--- config.mk ---
export PLATFORM = sky130hd
export DESIGN_NAME = dma_priority_timing_ctrl
export DESIGN_NICKNAME = d
export VERILOG_FILES = /design/src/rtl/dma_pkg.sv /design/src/rtl/dma_priority_encoder.sv /design/src/rtl/dma_priority_timing_ctrl.sv
export SDC_FILE = /design/constraint.sdc
export NUM_CORES = 1
export LEC_CHECK = 0
export BUFFER_PORTS_ARGS = -buffer_cell sky130_fd_sc_hd__buf_2
export CAP_MARGIN = 25
export CELL_PAD_IN_SITES_DETAIL_PLACEMENT = 1
export CELL_PAD_IN_SITES_GLOBAL_PLACEMENT = 2
export CORE_ASPECT_RATIO = 0.5
export CORE_MARGIN = 2
export CORE_UTILIZATION = 22
export CTS_BUF_LIST = sky130_fd_sc_hd__clkbuf_4
export DETAILED_ROUTE_END_ITERATION = 8
export PLACE_DENSITY_LB_ADDON = 0.2
export SLEW_MARGIN = 40
export SYNTH_ARGS = -nofsm -noshare
export SYNTH_HDL_FRONTEND = slang
export SYNTH_HIERARCHICAL = 1
export SYNTH_SLANG_ARGS = --single-unit
--- constraint.sdc ---
create_clock -name CLK -period 2.55 [get_ports CLK]
set_input_delay 0.3825 -clock CLK [delete_from_list [all_inputs] [get_ports CLK]]
set_output_delay 0.3825 -clock CLK [all_outputs]
set_load 0.01 [all_outputs]
--- src/rtl/dma_pkg.sv ---
// Shared types for the 8237A-style DMA arbitration/timing controller:
// transfer states, mode field encodings, channel index type, helpers.
package dma_pkg;

    typedef logic [1:0] ch_t;

    typedef enum logic [2:0] {
        ST_SI = 3'd0,
        ST_S0 = 3'd1,
        ST_S1 = 3'd2,
        ST_S2 = 3'd3,
        ST_S3 = 3'd4,
        ST_S4 = 3'd5
    } state_t;

    // mode_reg[7:6]
    localparam logic [1:0] MD_DEMAND  = 2'b00;
    localparam logic [1:0] MD_SINGLE  = 2'b01;
    localparam logic [1:0] MD_BLOCK   = 2'b10;
    localparam logic [1:0] MD_CASCADE = 2'b11;

    // mode_reg[3:2]
    localparam logic [1:0] XF_VERIFY = 2'b00;
    localparam logic [1:0] XF_WRITE  = 2'b01;
    localparam logic [1:0] XF_READ   = 2'b10;

    function automatic logic [3:0] ch_onehot(input ch_t c);
        return 4'b0001 << c;
    endfunction

endpackage

--- src/rtl/dma_priority_encoder.sv ---
// Combinational 4-channel priority picker, fixed (ch0 first) or rotating
// from ptr. Ports: valid, ptr, rotate in; grant (one-hot), ch, any out.
module dma_priority_encoder
    import dma_pkg::*;
(
    input  logic [3:0] valid,
    input  ch_t        ptr,
    input  logic       rotate,
    output logic [3:0] grant,
    output ch_t        ch,
    output logic       any
);

    ch_t start;
    ch_t idx;

    always_comb begin
        start = rotate ? ptr : 2'd0;
        ch    = 2'd0;
        idx   = 2'd0;
        any   = |valid;
        // Walk from farthest to nearest so the nearest valid wins last.
        for (int k = 3; k >= 0; k--) begin
            idx = start + ch_t'(k);
            if (valid[idx]) begin
                ch = idx;
            end
        end
        grant = any ? ch_onehot(ch) : 4'b0000;
    end

endmodule

--- src/rtl/dma_priority_timing_ctrl.sv ---
// DMA arbitration + S0..S4 timing controller. Inputs: CLK, RESET_N, DREQ,
// HLDA, EOP_N_IN, mask_reg, req_reg, command_reg, mode_reg, tc. Outputs:
// HRQ, DACK, AEN, ADSTB, bus strobes, EOP_N_OUT, active_ch, load pulses,
// clr_req. Define DMA_EXT_WRITE_EN to start the write strobe in S2.
module dma_priority_timing_ctrl
    import dma_pkg::*;
#(
    parameter int NUM_CH = 4,
    parameter int MODE_W = 8
) (
    input  logic                     CLK,
    input  logic                     RESET_N,
    input  logic [NUM_CH-1:0]        DREQ,
    input  logic                     HLDA,
    input  logic                     EOP_N_IN,
    input  logic [NUM_CH-1:0]        mask_reg,
    input  logic [NUM_CH-1:0]        req_reg,
    input  logic [7:0]               command_reg,
    input  logic [NUM_CH*MODE_W-1:0] mode_reg,
    input  logic [NUM_CH-1:0]        tc,
    output logic                     HRQ,
    output logic [NUM_CH-1:0]        DACK,
    output logic                     AEN,
    output logic                     ADSTB,
    output logic                     MEMR_N,
    output logic                     MEMW_N,
    output logic                     IOR_N,
    output logic                     IOW_N,
    output logic                     EOP_N_OUT,
    output ch_t                      active_ch,
    output logic                     ld_curr_temp,
    output logic                     ld_temp_curr,
    output logic [NUM_CH-1:0]        clr_req
);

    state_t            state;
    ch_t               ptr;
    logic              term_q;
    logic [3:0]        valid;
    logic [3:0]        grant;
    ch_t               win_ch;
    logic              any;
    logic [MODE_W-1:0] mode_act;
    logic [1:0]        md;
    logic [1:0]        xf;
    logic              term_now;
    logic              leave;
    logic              is_rd;
    logic              is_wr;
    logic              rd_ph;
    logic              wr_ph;
    logic              dack_on;
    logic [3:0]        oh;
    logic              unused_bits;

    assign valid = command_reg[2] ? 4'b0000 :
                   (((DREQ ^ {4{command_reg[6]}}) & ~mask_reg) | req_reg);

    dma_priority_encoder u_enc (
        .valid  (valid),
        .ptr    (ptr),
        .rotate (command_reg[4]),
        .grant  (grant),
        .ch     (win_ch),
        .any    (any)
    );

    assign mode_act = mode_reg[active_ch*MODE_W +: MODE_W];
    assign md       = mode_act[7:6];
    assign xf       = mode_act[3:2];
    assign oh       = ch_onehot(active_ch);
    assign term_now = tc[active_ch] | ~EOP_N_IN;

    // Termination, end of hold, or a mode that only moves one word
    // ends service; demand re-checks its own request (mask included).
    assign leave = term_q | ~HLDA
                 | (md == MD_SINGLE) | (md == MD_CASCADE)
                 | ((md == MD_DEMAND) & ~valid[active_ch]);

    always_ff @(posedge CLK or negedge RESET_N) begin
        if (!RESET_N) begin
            state     <= ST_SI;
            active_ch <= 2'd0;
            ptr       <= 2'd0;
            term_q    <= 1'b0;
        end else begin
            unique case (state)
                ST_SI: begin
                    if (any) begin
                        state     <= ST_S0;
                        active_ch <= win_ch;
                    end
                end
                ST_S0: begin
                    if (!any) begin
                        state <= ST_SI;
                    end else begin
                        active_ch <= win_ch;
                        if (HLDA) state <= ST_S1;
                    end
                end
                ST_S1: begin
                    term_q <= 1'b0;
                    state  <= ST_S2;
                end
                ST_S2: begin
                    term_q <= term_q | term_now;
                    state  <= ST_S3;
                end
                ST_S3: begin
                    term_q <= term_q | term_now;
                    state  <= ST_S4;
                end
                ST_S4: begin
                    if (leave) begin
                        state <= ST_SI;
                        ptr   <= active_ch + 2'd1;
                    end else begin
                        state <= ST_S1;
                    end
                end
                default: state <= ST_SI;
            endcase
        end
    end

    assign is_rd = (xf == XF_READ)  & (md != MD_CASCADE);
    assign is_wr = (xf == XF_WRITE) & (md != MD_CASCADE);
    assign rd_ph = (state == ST_S2) | (state == ST_S3);
`ifdef DMA_EXT_WRITE_EN
    assign wr_ph = (state == ST_S2) | (state == ST_S3);
`else
    assign wr_ph = (state == ST_S3);
`endif
    assign dack_on = rd_ph | (state == ST_S4);

    assign HRQ          = (state != ST_SI);
    assign AEN          = (state != ST_SI) & (state != ST_S0);
    assign ADSTB        = (state == ST_S1);
    assign ld_curr_temp = (state == ST_S1);
    assign ld_temp_curr = (state == ST_S4);
    assign DACK         = dack_on ?
                          (command_reg[7] ? oh : ~oh) :
                          {4{~command_reg[7]}};
    assign MEMR_N       = ~(rd_ph & is_rd);
    assign IOW_N        = ~(wr_ph & is_rd);
    assign IOR_N        = ~(rd_ph & is_wr);
    assign MEMW_N       = ~(wr_ph & is_wr);
    assign EOP_N_OUT    = ~((state == ST_S4) & term_q);
    assign clr_req      = ((state == ST_S4) & term_q) ? oh : 4'b0000;

    assign unused_bits = ^{grant, mode_act[5:4], mode_act[1:0],
                           command_reg[5], command_reg[3],
                           command_reg[1:0]};

endmodule

# Yosys cells after proc, flatten, opt, wreduce, memory -nomap -nowiden
# Index checks and enable logic that the tools add are counted.
# word_totals
regBits	8
in_bits	60
output_inout_bits	20
wordCells	96
# op_classes
addsub	4
order_cmp	5
n_eq_ne	13
n_shift	2
n_mux	27
bitwise_logic	31
reduce_logical	10
# ops
cell	count
$shiftx A32 B6 Y8	1
$pmux W3 S6	1
$mux W4	4
$lt A2 B3 Y1 const B	5
$bmux W1 S2	6
$mux W2	6
$and A1 B1 Y1	9
$mux W3	3
$not A1 Y1	9
$not A4 Y4	2
$or A1 B1 Y1	8
$eq A3 B2 Y1 const B	2
$eq A3 B3 Y1 const B	2
$mux W1	6
$reduce_and A2 Y1	3
$add A2 B1 Y2 const B	2
$add A2 B2 Y2 const B	2
$and A4 B4 Y4	1
$eq A2 B1 Y1 const B	2
$eq A2 B2 Y1 const B	2
$ne A2 B2 Y1 const B	2
$or A4 B4 Y4	1
$reduce_or A2 Y1	2
$reduce_or A4 Y1	1
other kinds (10)	10

# Depth between registers and ports, before layout
# depth
depth_word	11
depth_mapped	11
depth_no_buf	10

# Hierarchy
# The synthesis kept the hierarchy.
# by_module_without_submodules
module	n_inst	cells_per_inst	area_each_um2	seq_area_each_um2
dma_priority_timing_ctrl	1	114	934.6	200.2
dma_priority_encoder	1	35	247.7	0.0

# Least setup slack after synthesis
# OpenSTA, ideal clock, no wires.
# synth_path
path_type	reg-to-output
from	register active_ch[0]
to	output IOR_N
t_arrival_ns	1.808
t_required_ns	2.168
slack_ns	0.360
path_stages_with_launch	6
path_buffers	2
cell_sequence	dfrtp_1 buf_6 clkbuf_1 mux4_2 nor3b_1 nand2_1
# synth_via
elab_chain_cells	5
word_cells_on_any_way	6
# synth_rtl
element	line	rtl
from (decl)	dma_priority_timing_ctrl.sv:30	output ch_t active_ch,
from (signal assigned)	dma_priority_timing_ctrl.sv:91	active_ch <= win_ch;
from (signal assigned)	dma_priority_timing_ctrl.sv:98	active_ch <= win_ch;
$shiftx A32 B6 Y8 (*)	dma_priority_timing_ctrl.sv:68	assign mode_act = mode_reg[active_ch*MODE_W +: MODE_W];
$eq A2 B1 Y1 / $ne A2 B2 Y1 (equally long branches)	dma_priority_timing_ctrl.sv:128	assign is_wr = (xf == XF_WRITE) & (md != MD_CASCADE);
$and A1 B1 Y1 (*)	dma_priority_timing_ctrl.sv:128	
$and A1 B1 Y1 (*)	dma_priority_timing_ctrl.sv:147	assign IOR_N = ~(rd_ph & is_wr);
$not A1 Y1 (*)	dma_priority_timing_ctrl.sv:147	
to (decl)	dma_priority_timing_ctrl.sv:27	output logic IOR_N,
# Every way passes the cells marked *; elsewhere a longest branch is shown, timed or not.

# Worst setup path after layout
# Ends and elaborated chain as after synthesis.

==> results summary <==
The count of buffers added by post-CTS timing repair for setup came out at 0. Setup repair after global routing left no endpoint under its margin. Entering global routing, the biggest net connects 14 pins.

The maximum net fanout on the critical path is 6. The die extent in y came out at 55.21 um. The number of global-route vias before repair is roughly 1300. The critical path is of the flip-flop to output pin type. The sort of element at the start of the critical path is a flip-flop. The layout overhead on the synthesized area is 33.73%. The starting density of the core is 0.2318.

The later pin in the worst-skew pair is clocked with a latency of 260 ps. The power per cell area came out at 841.1 nW/um2. The peak ir drop on the vdd network is around 180 uV. The summed instance area of the synthesized netlist is ~1200 um2. The post-route DRC violation count is 0. The worst stage delay on the critical path came out at roughly 600 ps. The library cell used most frequently in the layout, excluding fill and tap cells, is buf_2.

The clock slew at the register clock pins of the worst setup and hold paths is 60 ps. At the pin with the least slew margin, the transition time is 489.2 ps. The part of the cycle the worst path needs is 0.9345. The fraction of layout cells with a size suffix above 1 came out at 0.3941.

The core region area is 4977 um2. The tool flagged a number of max-cap violations equal to 0. Dividing the detail-routed wire length by the instance count gives about 14 um. The number of ports placed on the die boundary came out at 80. The setup TNS came out at 0 ps.

Buffers placed on the I/O ports in this run total approximately 60. The first global-routing pass estimated between 6000 and 7000 um of wire. The number of clock buffers inserted by TritonCTS came out at 3.

The number of rows in the core area came out at 18. In this run the horizontal extent of the chip is 106.4 um. The count of TritonRoute iterations in the first routing pass is 4.

The master of the slowest instance on the critical path is mux4_2. The TritonCTS clock tree is done. The run finished with clean final reports.

The average cell area after synthesis came out at between 7 and 8 um2. The antenna diode instance count came out at 0. In the global route stage, overall resource usage came out at 0.1307. The number of warnings printed during yosys synthesis came out at 6. The die area came out at 5874 um2. The static leakage power is around 0.00074 uW.

The last weighted congestion value of the routability-driven placer came out at 0.7936. The post-detailed-route via-to-cell ratio came out at 4.806. The path class of the tightest hold or removal check is input pin to flip-flop. The library cells used most frequently in the layout, excluding fill and tap cells, are buf_2 (59), nand2_1 (20), nor2_1 (17), inv_1 (10), dfrtp_1 (8). The required time at the worst-slack endpoint is between 2000 and 2500 ps.

The post-synth net total came out at approximately 210. The total congestion overflow after global routing is 0. The post-route minimum period came out at 2383 ps. The worst pin sits at a relative slew slack of 0.6726.

For this run, the post-layout net count is 269. The detailed-route wire length came out at between 3000 and 4000 um. The final max-slew violation count is 0.

The number of DRC markers in iteration 0 is 32. Timing analysis after detailed placement gives a worst setup slack of 300.1 ps. Counting every instance in the synthesized netlist gives 145. The final number of hold-violating endpoints is 0.

Summed over all nets, the half-perimeter wirelength after detailed placement is roughly 3100 um. The number of inserted filler cells in the final layout came out at 636. For this run, the share of the core covered by cells in the final layout is 0.3100. The signal on the critical path passes through mux4_2, and2_1, nor3b_1, nand2_1, buf_2. The clock root buffer master is clkbuf_4.

Setup violations remaining at the end of the flow were counted as 0. Static timing analysis puts the maximum clock frequency at 419.6 MHz. Data on the critical path arrives at its endpoint at 2000 ps.

The initial antenna violation count came out at 0. No sink is reached through more buffers than the 2 on the longest clock path. The sink count of the clock tree is 8. Between clock sinks in the finished design, the worst skew comes to 7.091 ps. The deepest level of the CTS H-tree is 1. The slack of the critical path is 167.0 ps. The number of nets with antenna violations after detailed routing is 0. The worst setup path is captured at an output pin.

The routed layout has 1312 vias.
==> repair_timing <==
item / in CTS / in global routing
endpoints found under the setup margin: 0 / 8
hold buffers: 1 / 0
endpoints found under the hold margin: 8 / 0
resized for setup: 0 / 2
==> stage by stage <==
stage	power [uW]	area (um2)	std cells	hold WS [ps]
4_1_cts	1304	1541	273	433.4
3_5_place_dp	1194	1509	269	244.1
6_report	1298	1543	273	430.7
2_1_floorplan	925.4	1154	145	86.91
3_3_place_gp	1179	1509	269	245.1
5_1_grt	1434	1543	273	467.5
==> registers in the layout (all words and copies together) (netlist names) <==
signal	cells
state	3
active_ch	2
ptr	2
term_q	1
==> power breakdown <==
part	leakage [uW]	total, uW	switching (uW)	internal [uW]
Clock	0.0000138	101	46.5	54.1
Sequential	0.0000958	326	138	188
Combinational	0.000626	871	463	409
==> final timing paths <==
| kind | startpoint | end | slack (ps) | depth (start not counted) |
|---|---|---|---|---|
| worst max-delay path | active_ch[0] | IOR_N | 170 | 5 |
| worst min-delay path | EOP_N_IN | term_q | 430 | 4 |
| worst max register to register | active_ch[0] | ptr[0] | 680 | 4 |
| worst min register to register | state[2] | state[1] | 620 | 1 |
| max in group asynchronous | RESET_N | active_ch[1] | 1870 | 2 |
| min in group asynchronous | RESET_N | state[0] | 500 | 2 |
==> final cells by class <==
cell class                 instances  area, um2  share of cell area
inverter                          10      37.54             0.02433
sequential                         8      200.2              0.1298
timing repair buffer              63      327.8              0.2125
tap                               70      87.58             0.05677
clock buffer                       3      22.52             0.01460
multi-input combinational        119      867.1              0.5620
==> per-layer routing <==
layer / global-route usage / wire length (um)
met1: 0.1657 / 1827
met2: 0.2308 / 1841
met3: 0.02597 / 123
met4: 0.02820 / 27
met5: 0 / 0
==> worst max-delay path, delay by kind of cell, from the launching register on <==
family        cells  cell delay (ps)
buf+inv           1              150
flops             1              430
mux               1              600
simple gates      3              560
No activity file was read; power rests on OpenSTA's default activity.
